==> src/rtl/ct_spsram_2048x32_ctrl.sv <==
// Access controller for a 2048x32 single-port SRAM: optional post-reset init sweep,
// valid/ready request channel and a 2-entry read-response FIFO fed from sram_q.
module ct_spsram_2048x32_ctrl #(
  parameter int                    ADDR_WIDTH = 11,
  parameter int                    DATA_WIDTH = 32,
  parameter bit                    INIT_EN    = 1'b1,
  parameter logic [DATA_WIDTH-1:0] INIT_VALUE = '0
) (
  input  logic                    forever_cpuclk,
  input  logic                    cpurst,
  input  logic                    req_vld,
  output logic                    req_rdy,
  input  logic                    req_wr,
  input  logic [ADDR_WIDTH-1:0]   req_addr,
  input  logic [DATA_WIDTH-1:0]   req_wdata,
  input  logic [DATA_WIDTH/8-1:0] req_be,
  output logic                    rsp_vld,
  input  logic                    rsp_rdy,
  output logic [DATA_WIDTH-1:0]   rsp_rdata,
  output logic                    init_done,
  output logic                    sram_cen,
  output logic                    sram_gwen,
  output logic [DATA_WIDTH-1:0]   sram_wen,
  output logic [ADDR_WIDTH-1:0]   sram_a,
  output logic [DATA_WIDTH-1:0]   sram_d,
  input  logic [DATA_WIDTH-1:0]   sram_q
);

  localparam int                    BE_WIDTH  = DATA_WIDTH / 8;
  localparam logic [ADDR_WIDTH-1:0] LAST_ADDR = '1;

  typedef enum logic {
    ST_INIT,
    ST_RUN
  } state_t;

  state_t                  state;
  state_t                  state_nxt;
  logic [ADDR_WIDTH-1:0]   init_cnt;
  logic [ADDR_WIDTH-1:0]   init_cnt_nxt;
  logic                    inflight;
  logic [DATA_WIDTH-1:0]   fifo_mem [2];
  logic                    wr_ptr;
  logic                    rd_ptr;
  logic [1:0]              fifo_cnt;
  logic                    fire;
  logic                    wr_fire;
  logic                    rd_fire;
  logic                    push;
  logic                    pop;
  logic [2:0]              occupancy;
  logic                    rd_credit;

  assign init_done = (state == ST_RUN);

  assign push      = inflight;
  assign pop       = rsp_vld & rsp_rdy;
  assign rsp_vld   = (fifo_cnt != 2'd0);
  assign rsp_rdata = fifo_mem[rd_ptr];

  // A read needs a FIFO slot counting the one already in flight; a same-cycle pop frees one.
  assign occupancy = {1'b0, fifo_cnt} + {2'b00, inflight} - {2'b00, pop};
  assign rd_credit = (occupancy < 3'd2);
  assign req_rdy   = ~cpurst & init_done & (req_wr | rd_credit);

  assign fire    = req_vld & req_rdy;
  assign wr_fire = fire & req_wr;
  assign rd_fire = fire & ~req_wr;

  always_ff @(posedge forever_cpuclk or posedge cpurst) begin
    if (cpurst) begin
      state    <= INIT_EN ? ST_INIT : ST_RUN;
      init_cnt <= '0;
    end else begin
      state    <= state_nxt;
      init_cnt <= init_cnt_nxt;
    end
  end

  always_comb begin
    state_nxt    = state;
    init_cnt_nxt = init_cnt;
    sram_cen     = 1'b1;
    sram_gwen    = 1'b1;
    sram_wen     = '1;
    sram_a       = '0;
    sram_d       = '0;
    case (state)
      ST_INIT: begin
        if (!cpurst) begin
          sram_cen     = 1'b0;
          sram_gwen    = 1'b0;
          sram_wen     = '0;
          sram_a       = init_cnt;
          sram_d       = INIT_VALUE;
          init_cnt_nxt = init_cnt + 1'b1;
          if (init_cnt == LAST_ADDR) begin
            state_nxt = ST_RUN;
          end
        end
      end
      ST_RUN: begin
        if (wr_fire) begin
          sram_cen  = 1'b0;
          sram_gwen = 1'b0;
          sram_a    = req_addr;
          sram_d    = req_wdata;
          for (int i = 0; i < BE_WIDTH; i++) begin
            sram_wen[8*i +: 8] = {8{~req_be[i]}};
          end
        end else if (rd_fire) begin
          sram_cen = 1'b0;
          sram_a   = req_addr;
        end
      end
      default: state_nxt = ST_RUN;
    endcase
  end

  // sram_q is valid the cycle after a read fire, so inflight marks when to capture it.
  always_ff @(posedge forever_cpuclk or posedge cpurst) begin
    if (cpurst) begin
      inflight <= 1'b0;
      wr_ptr   <= 1'b0;
      rd_ptr   <= 1'b0;
      fifo_cnt <= 2'd0;
    end else begin
      inflight <= rd_fire;
      if (push) begin
        wr_ptr <= ~wr_ptr;
      end
      if (pop) begin
        rd_ptr <= ~rd_ptr;
      end
      case ({push, pop})
        2'b10:   fifo_cnt <= fifo_cnt + 2'd1;
        2'b01:   fifo_cnt <= fifo_cnt - 2'd1;
        default: fifo_cnt <= fifo_cnt;
      endcase
    end
  end

  always_ff @(posedge forever_cpuclk) begin
    if (push) begin
      fifo_mem[wr_ptr] <= sram_q;
    end
  end

endmodule

==> config.mk <==
export PLATFORM = sky130hd
export DESIGN_NAME = ct_spsram_2048x32_ctrl
export DESIGN_NICKNAME = d
export VERILOG_FILES = /design/src/rtl/ct_spsram_2048x32_ctrl.sv
export SDC_FILE = /design/constraint.sdc
export NUM_CORES = 1
export LEC_CHECK = 0
export BUFFER_PORTS_ARGS = -buffer_cell sky130_fd_sc_hd__buf_2
export CAP_MARGIN = 20
export CORE_ASPECT_RATIO = 1.25
export CORE_MARGIN = 2
export CORE_UTILIZATION = 46
export CTS_CLUSTER_SIZE = 12
export DETAILED_ROUTE_END_ITERATION = 6
export HOLD_SLACK_MARGIN = 0.15
export PLACE_DENSITY = 0.89
export RECOVER_POWER = 50
export SLEW_MARGIN = 0
export SYNTH_ARGS = -nofsm -noshare
export SYNTH_HDL_FRONTEND = slang
export SYNTH_SLANG_ARGS = --single-unit
==> constraint.sdc <==
create_clock -name forever_cpuclk -period 2.8 [get_ports forever_cpuclk]
set_clock_uncertainty 0.05 [all_clocks]
set_input_delay 0 -clock forever_cpuclk [delete_from_list [all_inputs] [get_ports forever_cpuclk]]
set_output_delay 0 -clock forever_cpuclk [all_outputs]
set_load 0.02 [all_outputs]
==> results.tsv <==
metric	value	unit
syn-num-nets	376	
critPathLaunchType	flip-flop	
finalSetupViolCount	5	
worstPathMaxFanout	6	
fillers	580	
synth_most_common_cell	edfxtp_1	
slew_headroom	0.318	
slew_viol_final	0	
synthTopCellsByArea	edfxtp_1 (49%), dfrtp_1 (11%), mux2_2 (9.3%), and3_1 (5.6%), buf_4 (5.6%)	
clk_pin_slew	0.08	ns
num_rows	37	
synth_top_area_share	0.495	
hpwl	6290	um
syn_area	3880	um2
ios	196	
post-route-drc-count	1	
yosysWarnings	0	
drive_above_1_share	0.481	
die_h	107	um
final_area	5460	um2
initial_utilization	0.471	
hold_viol	0	
numPortBuffers	195	
cts_tree	yes	
syn_inst	288	
status	finished, violations left	
async_reset_ff_frac	0.210	
arrival	2.78	ns
yosysTopAreaCell	edfxtp_1	
p_per_area	702	nW/um2
dieArea	9200	um2
synth_seq_area_share	0.604	
hold_class	primary input to primary output	
grt_max_degree	43	
num-nets-final	586	
drt_iter0_markers	129	
rsz0062_at_grt	yes	
power.total	3.83	mW
hold_slack	0.292	ns
postSynthRegisterBits	81	
gp_congestion	0.850	
failed_checks	design-rule violations, negative setup slack	
via_per_inst	5.10	
ys_types	36	
die_x	86.2	um
numCtsBuffers	9	
synthTopCellsByCount	edfxtp_1 (64), and3_1 (35), mux2_2 (32), buf_4 (29), dfrtp_1 (17)	
grt_use_total	0.206	
ir_drop	0.000400	V
num_antenna_cells	0	
grt_overflow_total	0	
synth_ff_type	edfxtp_1	
crit_path_end_kind	primary output	
wl_per_cell	16.6	um
clkLatencyLatePin	0.34	ns
firstDrtPassIters	6	
finalCritPeriodShare	1.01	
fin_crit	2.83	ns
dp_slack	-0.0859	ns
fmax	354	MHz
drv_cap	0	
worst_pin_slew	1.01	ns
synth_area_per_cell	13.5	um2
cts_root_buf	clkbuf_8	
final_util	0.662	
vias	3057	
postPlaceCellArea	4740	um2
antenna_found_initial	0	
grt_pass1_wl	14500	um
crit_type	flip-flop to primary output	
totalWireLength	9940	um
rrSetupSlack	0.42	ns
leakagePower	2.46	nW
worst_slack	-0.0281	ns
clockBufferDepth	2	
cts.sinks	81	
synth-edff-count	64	
worstPathRequired	2.75	ns
htree_levels	3	
first_global_vias	3085	
drt.antenna.violating_nets	0	
syn_to_final_growth	40.5	%
core_area	8240	um2
[worst max-delay path, stage by stage, from the launching register on]
cell	delay [ns]
dfrtp_1	0.39
or2_4	0.25
and2_4	0.15
ha_4	0.20
nand2b_4	0.13
fa_2	0.40
xnor2_4	0.16
a31oi_4	0.28
clkbuf_16	0.20
o32ai_1	0.08
buf_2	0.18
[report_power, final]
part           internal [mW]  leakage [nW]  switching [mW]  total [mW]
Combinational          0.712          1.58           0.766        1.48
Clock                  0.430         0.100           0.461       0.892
Sequential              1.37         0.780          0.0847        1.46
Total                   2.52          2.46            1.31        3.83
[cells in the final DEF (no fill, tap or decap), types with 3 or more instances in the layout]
cell and count:
dlygate4sd3_1 36, clkbuf_8 9, o32ai_2 3, nand2_1 16, inv_1 15, o21ai_0 5
clkbuf_1 30, dfrtp_1 17, mux2_2 32, o32ai_1 6, buf_4 14, xnor2_1 12
nand3_1 3, xor2_1 3, nand4_1 3, buf_2 161, and3_1 35, edfxtp_1 64
nor2_1 3
[per-stage QoR]
step | TNS (ns) | std cells
3_3_place_gp | 0 | 542
6_report | -0.0891 | 600
4_1_cts | -0.0655 | 598
5_1_grt | -0.663 | 600
2_1_floorplan | 0 | 288
3_5_place_dp | -0.823 | 542
[registers in the layout, indices dropped and copies added (netlist names)]
register   cells
init_cnt      11
rd_ptr         1
inflight       1
init_done      1
fifo_mem      64
wr_ptr         1
fifo_cnt       2
[routing by layer]
layer	vias up	GRT usage	wire length (um)
met5	-	0	0
met4	0	0.0804	233
met3	21	0.0477	638
met2	153	0.393	5510
met1	1449	0.213	3560
li1	1434	-	-
[path summary, 6_finish.rpt]
kind	startpoint	to	cells after the start
setup / recovery	fifo_cnt[1]$_DFFE_PP0P_	sram_a[9]	10
hold / removal	req_wdata[31]	sram_d[31]	3
setup reg to reg	fifo_cnt[1]$_DFFE_PP0P_	inflight$_DFF_PP0_	9
hold reg to reg	rd_ptr$_DFFE_PP0P_	rd_ptr$_DFFE_PP0P_	1
max in group asynchronous	cpurst	fifo_cnt[0]$_DFFE_PP0P_	4
min in group asynchronous	cpurst	init_cnt[0]$_DFFE_PP0P_	4
[cells by family after synthesis]
group / after synthesis / synth area share
AOI/OAI and AO/OA: 21 / 0.0416
adders and majority gates: 4 / 0.0148
and+or+nand+nor: 74 / 0.119
DFF: 81 / 0.604
buffers and inverters: 60 / 0.0912
xor gates and xnor gates: 16 / 0.0361
muxes: 32 / 0.0928
[final cells by class]
class / instances / area (um2) / area share
Clock buffer: 9 / 124 / 0.0227
Clock inverter: 7 / 85.1 / 0.0156
Inverter: 15 / 56.3 / 0.0103
Multi-Input combinational cell: 147 / 1280 / 0.235
Sequential cell: 81 / 2350 / 0.430
Tap cell: 97 / 121 / 0.0222
Timing Repair Buffer: 244 / 1440 / 0.264
[what timing repair did]
item	in CTS	in global routing
gates cloned	0	1
pin swaps	4	5
setup endpoints to repair	13	13
resized for setup	7	12
hold buffers	36	0
endpoints found under the hold margin	84	0
buffers inserted	4	1
(Power assumes the default switching activity.)
